===== config.mk =====
export PLATFORM = sky130hd
export DESIGN_NAME = teller_dispatcher
export DESIGN_NICKNAME = d
export VERILOG_FILES = /design/src/rtl/teller_dispatcher.sv
export SDC_FILE = /design/constraint.sdc
export NUM_CORES = 1
export LEC_CHECK = 0
export ABC_CLOCK_PERIOD_IN_PS = 2850
export CAP_MARGIN = 20
export CORE_MARGIN = 8
export CORE_UTILIZATION = 35
export CTS_BUF_LIST = sky130_fd_sc_hd__clkbuf_8
export DETAILED_ROUTE_END_ITERATION = 10
export PLACE_DENSITY_LB_ADDON = 0.1
export SKIP_LAST_GASP = 1
export SYNTH_ARGS = -nofsm -noshare
export SYNTH_HDL_FRONTEND = slang
export SYNTH_SLANG_ARGS = --single-unit

===== constraint.sdc =====
create_clock -name clk -period 2.85 [get_ports clk]
set_clock_uncertainty 0.15 [all_clocks]
set_input_delay 0.4275 -clock clk [delete_from_list [all_inputs] [get_ports clk]]
set_output_delay 0.4275 -clock clk [all_outputs]
set_load 0.03 [all_outputs]

===== src/rtl/teller_dispatcher.sv =====
// Round-robin call of the queue head to a free open desk; call latency 1 cycle from eligibility, pop 1 cycle after ack.
// Call is held until call_ack or cancel. Optional service timeout via DISPATCH_TIMEOUT_EN.
module teller_dispatcher #(
    parameter int MAX_SERVICE = 255
) (
    input  logic       clk,
    input  logic       reset,
    input  logic [2:0] queue_count,
    input  logic [2:0] teller_open,
    input  logic [2:0] teller_done,
    input  logic       call_ack,
    output logic       call_valid,
    output logic [1:0] call_teller,
    output logic       pop,
    output logic [2:0] teller_busy,
    output logic [1:0] active_tellers,
    output logic       no_service,
    output logic [2:0] timeout
);

    typedef enum logic [1:0] {IDLE, CALL, HOLD} state_t;

    state_t     state_q;
    logic [1:0] rr_q;
    logic [1:0] call_teller_q;
    logic       call_valid_q;
    logic       pop_q;
    logic [2:0] busy_q;
    logic [1:0] active_q;
    logic       no_service_q;

    logic [2:0] free;
    logic       eligible;
    logic [1:0] pick;
    logic [1:0] idx;
    logic       found;
    logic [2:0] to_fire;
    logic [2:0] busy_rel;
    logic       grant;

    function automatic logic [1:0] inc3(input logic [1:0] v);
        return (v == 2'd2) ? 2'd0 : v + 2'd1;
    endfunction

    assign free     = teller_open & ~busy_q;
    assign eligible = (queue_count != 3'd0) && (|free);
    assign grant    = (state_q == CALL) && call_ack;
    assign busy_rel = busy_q & ~teller_done & ~to_fire;

    // First free desk scanning rr_q, rr_q+1, rr_q+2 modulo 3.
    always_comb begin
        pick  = rr_q;
        found = 1'b0;
        idx   = rr_q;
        for (int j = 0; j < 3; j++) begin
            if (!found && free[idx]) begin
                pick  = idx;
                found = 1'b1;
            end
            idx = inc3(idx);
        end
    end

`ifdef DISPATCH_TIMEOUT_EN
    localparam int CNT_W = $clog2(MAX_SERVICE + 1);

    logic [CNT_W-1:0] cnt_q [3];
    logic [2:0]       timeout_q;

    always_comb begin
        to_fire = 3'b000;
        for (int i = 0; i < 3; i++) begin
            to_fire[i] = busy_q[i] && (cnt_q[i] == CNT_W'(MAX_SERVICE)) && !teller_done[i];
        end
    end

    // Counters restart on grant and saturate so a stuck desk keeps firing nothing extra.
    always_ff @(posedge clk or posedge reset) begin
        if (reset) begin
            for (int i = 0; i < 3; i++) cnt_q[i] <= '0;
            timeout_q <= 3'b000;
        end else begin
            timeout_q <= to_fire;
            for (int i = 0; i < 3; i++) begin
                if (grant && (call_teller_q == 2'(i))) begin
                    cnt_q[i] <= '0;
                end else if (busy_q[i] && (cnt_q[i] != CNT_W'(MAX_SERVICE))) begin
                    cnt_q[i] <= cnt_q[i] + CNT_W'(1);
                end
            end
        end
    end

    assign timeout = timeout_q;
`else
    assign to_fire = 3'b000;
    assign timeout = 3'b000;
`endif

    always_ff @(posedge clk or posedge reset) begin
        if (reset) begin
            state_q       <= IDLE;
            rr_q          <= 2'd0;
            call_teller_q <= 2'd0;
            call_valid_q  <= 1'b0;
            pop_q         <= 1'b0;
            busy_q        <= 3'b000;
            active_q      <= 2'd0;
            no_service_q  <= 1'b0;
        end else begin
            active_q     <= 2'({1'b0, teller_open[0]} + {1'b0, teller_open[1]} + {1'b0, teller_open[2]});
            no_service_q <= (queue_count != 3'd0) && (teller_open == 3'b000);
            pop_q        <= 1'b0;
            busy_q       <= busy_rel;
            case (state_q)
                IDLE: begin
                    if (eligible) begin
                        state_q       <= CALL;
                        call_valid_q  <= 1'b1;
                        call_teller_q <= pick;
                    end
                end
                CALL: begin
                    if (call_ack) begin
                        state_q      <= HOLD;
                        call_valid_q <= 1'b0;
                        pop_q        <= 1'b1;
                        busy_q       <= busy_rel | (3'b001 << call_teller_q);
                        rr_q         <= inc3(call_teller_q);
                    end else if (!teller_open[call_teller_q] || (queue_count == 3'd0)) begin
                        state_q      <= IDLE;
                        call_valid_q <= 1'b0;
                    end
                end
                // One dead cycle so the upstream counter reflects the pop before re-evaluating.
                HOLD: begin
                    state_q <= IDLE;
                end
                default: begin
                    state_q <= IDLE;
                end
            endcase
        end
    end

    assign call_valid     = call_valid_q;
    assign call_teller    = call_teller_q;
    assign pop            = pop_q;
    assign teller_busy    = busy_q;
    assign active_tellers = active_q;
    assign no_service     = no_service_q;

endmodule


==> metrics.csv, run 1 <==
stage,metric,value,unit
run_status,status,"finished, final reports clean",
global_routing,first_global_vias,587,
clock_tree,cts_tree,done,
global_routing,antenna_violations_before_repair,0,
setup_path,worstPathArrival,1.45,ns
power,power.leakage,0.444,nW
clock_tree,cts-root-to-sink-buffers,2,
die,num_rows,16,
synthesis,yosysUniqueCellTypes,32,
setup_path,timing_worst_setup_path_type,reg -> out,
die,design.die.area,3810,µm²
placed_design,hpwl,1300,µm
global_routing,gr_util_all_layers,9.66,%
timing,finalHoldViolations,0,
setup_path,critical_path.startpoint,call_teller[1]$_DFFE_PP0P_,
setup_path,path_buf_inv,1,
setup_path,slowest_delay,0.72,ns
clock_tree,cts_inserted_buffers,3,
synthesis,async_reset_ff_share,100,%
timing,finalWorstPathRequiredPeriod,2.02,ns
synthesis,seq_area_frac_synth,47.9,%
setup_path,critical-path-top-delay-family,buffers and inverters,
clock_tree,clock_input_transition_at_the_sequential_cells_of_the_worst_setup_and_hold_paths,0.06,ns
routing,drt-vias-per-instance,4.68,
global_routing,grt_overflow,0,
die,dieHeight,61.7,µm
placed_design,globalplace.congestion,0.871,
synthesis,post_synth.cell_area_avg,11.2,µm²
placed_design,place.detailed.instances,112,
routing,routed_wirelength,1640,µm
global_routing,largest_net_degree_at_the_start_of_global_routing,15,
final_layout,fraction_of_layout_instances_using_a_drive_strength_above_1,14.6,%
die,fp.dieW,61.7,µm
setup_path,worst_setup_path_start_kind,flip-flop,
setup_path,crit_path_end,call_teller[1],
timing,slew_viol_final,0,
timing,max_slew.worst_pin.slew,0.541,ns
setup_path,timing.critical_path.to_type,output port,
min_path,min_delay_worst_type,in -> async,
setup_path,critPathMaxFanout,7,
power,post-layout-total-power,0.000959,W
synthesis,yosys_register_bits,14,
final_layout,final_instance_count_excl_fillers,116,
setup_path,worst_r2r_path_depth,4,
placed_design,port-buffer-count,21,
final_layout,area_growth_syn_to_layout,38.9,%
timing,fmax,494,MHz
setup_path,timing.reg2reg.setup_slack,1.28,ns
clock_tree,htree_levels,1,
timing,fin_tns_setup,0,ns
synthesis,netlist_instances,65,
clock_tree,insertion_delay,0.24,ns
final_layout,layout.cells.most_common,sky130_fd_sc_hd__clkdlybuf4s50_1,
routing,route.antenna.remaining_nets,0,
clock_tree,cts.sink_count,14,
global_routing,grt_pass1_wl,2760,µm
die,design.core.area,1960,µm²
synthesis,synth.cell_area,731,µm²
final_layout,antenna_cells,0,
timing,worst_slew_margin_rel,63.9,%
timing,hold_ws,0.376,ns
clock_tree,post_cts_resize_count,0,
timing,unrepaired_setup_endpoints_after_global_routing,no,
timing,finalCritPeriodShare,71.0,%
setup_path,cp.required,2.27,ns
final_layout,most-common-layout-cells,"sky130_fd_sc_hd__clkdlybuf4s50_1 (21), sky130_fd_sc_hd__dfrtp_1 (14), sky130_fd_sc_hd__inv_1 (12)",
routing,drt_first_pass_iters,4,
clock_tree,clock_tree.root_cell,sky130_fd_sc_hd__clkbuf_8,
synthesis,ys.flop_type,sky130_fd_sc_hd__dfrtp_1,
die,io-pin-count,25,
clock_tree,post_cts_hold_buffer_count,0,
setup_path,timing.critical_path.depth,1,
run,timing.max_cap.violations,0,
routing,dr.first_iter.drc_count,13,
final_layout,fin_nets,103,
routing,drc,0,
setup_path,r2r_end,call_teller[1]$_DFFE_PP0P_,
power,cellPowerDensity,945,nW/µm²
timing,finalSetupViolCount,0,
setup_path,reg2reg_from,teller_busy[0]$_DFF_PP0_,
die,start_util,37.2,%
routing,detailroute.via_count,543,
routing,detail_route.wl_per_cell,14.1,µm
setup_path,crit_path_cell_trace,clkdlybuf4s50_1,
synthesis,ys.warnings.count,0,
power,vdd_ir_drop_max,0.494,mV
synthesis,number_of_enable_flip_flop_cells_after_synthesis,0,
clock_tree,cts.repair_timing.setup_buffer_count,0,
setup_path,crit_path_top_delay_cell,sky130_fd_sc_hd__clkdlybuf4s50_1,
==> state kept, by name, indices dropped and copies added (netlist names) <==
| signal | flops |
|---|---|
| rr_q | 2 |
| call_teller | 2 |
| pop | 1 |
| active_tellers | 2 |
| call_valid | 1 |
| state_q | 2 |
| teller_busy | 3 |
| no_service | 1 |
==> cell usage after synthesis (2+ instances only) <==
cell type | instances | area (µm²)
sky130_fd_sc_hd__and2b_4 | 2 | 20.0
sky130_fd_sc_hd__buf_4 | 3 | 22.5
sky130_fd_sc_hd__dfrtp_1 | 14 | 350
sky130_fd_sc_hd__inv_1 | 12 | 45.0
sky130_fd_sc_hd__mux2i_1 | 2 | 20.0
sky130_fd_sc_hd__nand2_1 | 2 | 7.51
sky130_fd_sc_hd__nand2b_1 | 2 | 12.5
sky130_fd_sc_hd__o22ai_1 | 4 | 25.0
==> layout make-up <==
class,count,area (µm²)
clock buffers,4,55.1
fillers,199,947
inverters,12,45.0
multi-input cells,38,320
flip-flops and latches,14,350
well taps,27,33.8
repair buffers,21,210
==> metal layers <==
| layer | wire [µm] | vias up | track usage (%) |
|---|---|---|---|
| met1 | 721 | 252 | 12.2 |
| met4 | 0 | 0 | 1.95 |
| li1 | - | 271 | - |
| met5 | 0 | - | 0 |
| met3 | 187 | 0 | 4.73 |
| met2 | 729 | 20 | 14.5 |
==> power by group <==
group | switching, W | leakage (nW) | internal (W) | total [W]
logic | 0.000215 | 0.237 | 0.000203 | 0.000419
registers | 0.0000850 | 0.179 | 0.000265 | 0.000350
clock network | 0.0000677 | 0.0288 | 0.000122 | 0.000190
==> cell families after synthesis <==
group                    after synthesis  synth area share, %
flip-flops                            14                 47.9
buffers and inverters                 15                 9.25
other                                  1                0.513
AND/OR/NAND/NOR                       16                 19.7
adder cells (fa/ha/maj)                1                 2.74
AO/OA/AOI/OAI                         15                 15.1
multiplexers                           3                 4.79
==> worst min-delay path by stage <==
stage	depth (start not counted)	slack [ns]	to	startpoint
6_report	2	0.38	active_tellers[0]$_DFF_PP0_	reset
5_1_grt	2	0.43	active_tellers[0]$_DFF_PP0_	reset
4_1_cts	2	0.40	active_tellers[0]$_DFF_PP0_	reset
3_5_place_dp	2	0.41	teller_busy[1]$_DFF_PP0_	teller_busy[1]$_DFF_PP0_
3_3_place_gp	2	0.42	teller_busy[1]$_DFF_PP0_	teller_busy[1]$_DFF_PP0_
2_1_floorplan	1	0.17	active_tellers[0]$_DFF_PP0_	reset
==> per-stage QoR <==
stage	utilization [%]	setup slack, ns	instance area [µm²]
2_1_floorplan	-	1.20	738
3_3_place_gp	48.9	0.747	960
3_5_place_dp	48.9	0.750	960
4_1_cts	51.7	0.808	1010
5_1_grt	51.7	0.762	1010
6_report	51.7	0.826	1010
Note: power is estimated with default switching activity, not from simulation.
==> run 2: changes to the inputs <==
ABC_CLOCK_PERIOD_IN_PS = 1900   (was 2850)
clock period = 1.9 ns   (was 2.85 ns; I/O delays follow)
==> metrics.csv, run 2 (synthesis results as in run 1) <==
stage,metric,value,unit,change
final_layout,largest_register_ffs,3,,unchanged
die,num_rows,16,,unchanged
setup_path,path_buf_inv,1,,unchanged
power,p_sw_share,39.1,%,+0.74 points
clock_tree,cts.repair_timing.setup_buffer_count,0,,unchanged
setup_path,critical-path-top-delay-family,buffers and inverters,,
run,timing.max_cap.violations,0,,unchanged
min_path,min_delay_worst_type,in -> async,,
clock_tree,clock_tree.root_cell,sky130_fd_sc_hd__clkbuf_8,,
final_layout,fin_nets,108,,+4.9%
setup_path,worst_r2r_path_depth,4,,unchanged
power,power.share.combinational,47.9,%,+4.2 points
power,power.leakage,0.462,nW,+3.9%
routing,drc,0,,unchanged
final_layout,most-common-layout-cells,"sky130_fd_sc_hd__clkdlybuf4s50_1 (21), sky130_fd_sc_hd__dfrtp_1 (14), sky130_fd_sc_hd__inv_1 (12)",,
clock_tree,cts-root-to-sink-buffers,2,,unchanged
placed_design,place.detailed.instances,117,,+4.5%
routing,detail_route.wl_per_cell,13.9,µm,-1.9%
die,start_util,37.2,%,unchanged
final_layout,antenna_cells,0,,unchanged
final_layout,area.sequential,350,µm²,unchanged
setup_path,crit_path_top_delay_cell,sky130_fd_sc_hd__clkdlybuf4s50_1,,
final_layout,fraction_of_layout_instances_using_a_drive_strength_above_1,18.3,%,+3.7 points
global_routing,antenna_violations_before_repair,0,,unchanged
setup_path,worst_setup_path_start_kind,flip-flop,,
die,design.die.area,3810,µm²,unchanged
routing,dr.first_iter.drc_count,4,,-9
run_status,status,"finished, final reports clean",,
clock_tree,cts_tree,done,,
global_routing,gr_util_all_layers,10.1,%,+0.43 points
routing,routed_wirelength,1660,µm,+1.5%
timing,finalSetupViolCount,0,,unchanged
setup_path,timing.critical_path.to_type,output port,,
timing,max_slew.worst_pin.slew,0.529,ns,-0.0113 ns
global_routing,grt_pass1_wl,2850,µm,+3.2%
clock_tree,cts_inserted_buffers,3,,unchanged
final_layout,area_growth_syn_to_layout,42.1,%,
clock_tree,htree_levels,1,,unchanged
placed_design,hpwl,1330,µm,+2.2%
final_layout,final_instance_count_excl_fillers,120,,+3.4%
clock_tree,insertion_delay,0.24,ns,about the same
setup_path,timing_worst_setup_path_type,reg -> out,,
power,cellPowerDensity,1380,nW/µm²,+46%
final_layout,layout.cells.most_common,sky130_fd_sc_hd__clkdlybuf4s50_1,,
setup_path,critPathMaxFanout,4,,-3
routing,drt-vias-per-instance,4.73,,+0.94%
placed_design,detailed_place.area,997,µm²,+3.9%
final_layout,fin_area,1040,µm²,+2.3%
die,io-pin-count,25,,unchanged
routing,detailroute.via_count,567,,+4.4%
clock_tree,cts.sink_count,14,,unchanged
placed_design,globalplace.congestion,0.820,,-5.9%
power,cellInternalPower,0.000870,W,+47%
setup_path,worstPathArrival,1.38,ns,-0.07 ns
timing,finalHoldViolations,0,,unchanged
clock_tree,clock_input_transition_at_the_sequential_cells_of_the_worst_setup_and_hold_paths,0.06,ns,about the same
timing,fin_tns_setup,0,ns,unchanged
timing,worst_slew_margin_rel,64.7,%,+0.76 points
setup_path,crit_path_cell_trace,clkdlybuf4s50_1,,
timing,finalCritPeriodShare,95.4,%,
power,power_frac_seq,35.4,%,-1.1 points
setup_path,slowest_delay,0.71,ns,about the same
final_layout,fillCellCount,198,,-0.50%
clock_tree,post_cts_resize_count,0,,unchanged
die,design.core.area,1960,µm²,unchanged
global_routing,largest_net_degree_at_the_start_of_global_routing,15,,unchanged
power,clock_power_share,16.7,%,-3.1 points
setup_path,cp.required,1.46,ns,-0.81 ns
routing,drt_first_pass_iters,4,,unchanged
timing,finalWorstPathRequiredPeriod,1.81,ns,
clock_tree,post_cts_hold_buffer_count,0,,unchanged
die,fp.dieW,61.7,µm,unchanged
die,dieHeight,61.7,µm,unchanged
routing,route.antenna.remaining_nets,0,,unchanged
timing,slew_viol_final,0,,unchanged
final_layout,multi_input_area,320,µm²,unchanged
setup_path,timing.critical_path.depth,1,,unchanged
global_routing,first_global_vias,601,,+2.4%
power,switching_component_of_the_power,0.000560,W,+52%
timing,fmax,552,MHz,
timing,unrepaired_setup_endpoints_after_global_routing,no,,
global_routing,grt_overflow,0,,unchanged
placed_design,port-buffer-count,21,,unchanged
power,vdd_ir_drop_max,0.639,mV,+29%
run 2: cell count changes in the layout (fill, tap and decap cells not counted):
cell                       delta
sky130_fd_sc_hd__buf_4        +5
sky130_fd_sc_hd__clkbuf_8     -1
run 2: metal layers:
metal | wire length [µm] | part of all wire, % | track usage (%) | vias up
li1 | - | - | - | 280
met3 | 144 | 8.7 | 4.12 | 0
met1 | 812 | 49 | 13.3 | 266
met4 | 0 | 0 | 2.92 | 0
met2 | 706 | 42 | 14.6 | 21
met5 | 0 | 0 | 0 | -
run 2: power groups by stage:
stage | Clock, W | Sequential, W | Combinational [W]
floorplan | 0 | 0.000623 | 0.000313
detailed placement | 0 | 0.000510 | 0.000688
finish | 0.000239 | 0.000506 | 0.000686
CTS | 0.000243 | 0.000507 | 0.000690
global placement | 0 | 0.000511 | 0.000686
global route | 0.000255 | 0.000527 | 0.000746
run 2: area by class of cell:
class / count / share of cell area (%)
clock buffers: 3 / 3.98
flip-flops and latches: 14 / 33.7
multi-input cells: 38 / 30.8
well taps: 27 / 3.25
inverters: 12 / 4.34
repair buffers: 26 / 23.9
run 2: metrics by stage:
stage          worst slack, ns  hold slack, ns  utilization [%]  power (W)
2_1_floorplan            0.254          0.0242                -   0.000936
3_3_place_gp             0.101           0.410             50.8    0.00120
3_5_place_dp            0.0961           0.418             50.8    0.00120
4_1_cts                 0.0750           0.268             52.9    0.00144
5_1_grt                 0.0278           0.305             52.9    0.00153
6_report                0.0874           0.239             52.9    0.00143
run 2: final timing paths:
kind	endpoint	slack, ns	startpoint
setup / recovery	teller_busy[2]	0.09	teller_busy[2]$_DFF_PP0_
max in group asynchronous	rr_q[1]$_DFFE_PP0P_	1.01	reset
setup reg to reg	call_teller[1]$_DFFE_PP0P_	0.37	teller_busy[0]$_DFF_PP0_
min in group clk	teller_busy[1]$_DFF_PP0_	0.42	teller_busy[1]$_DFF_PP0_
hold / removal	call_valid$_DFFE_PP0P_	0.24	reset
hold reg to reg	teller_busy[1]$_DFF_PP0_	0.42	teller_busy[1]$_DFF_PP0_
==> run 3: changes to the inputs <==
CAP_MARGIN = default   (was 20)
CTS_CLUSTER_SIZE = 28   (was default)
SLEW_MARGIN = 5   (was default)
==> results of run 3 <==
Same layout as run 2: the final DEF is identical, and so are final timing and power.
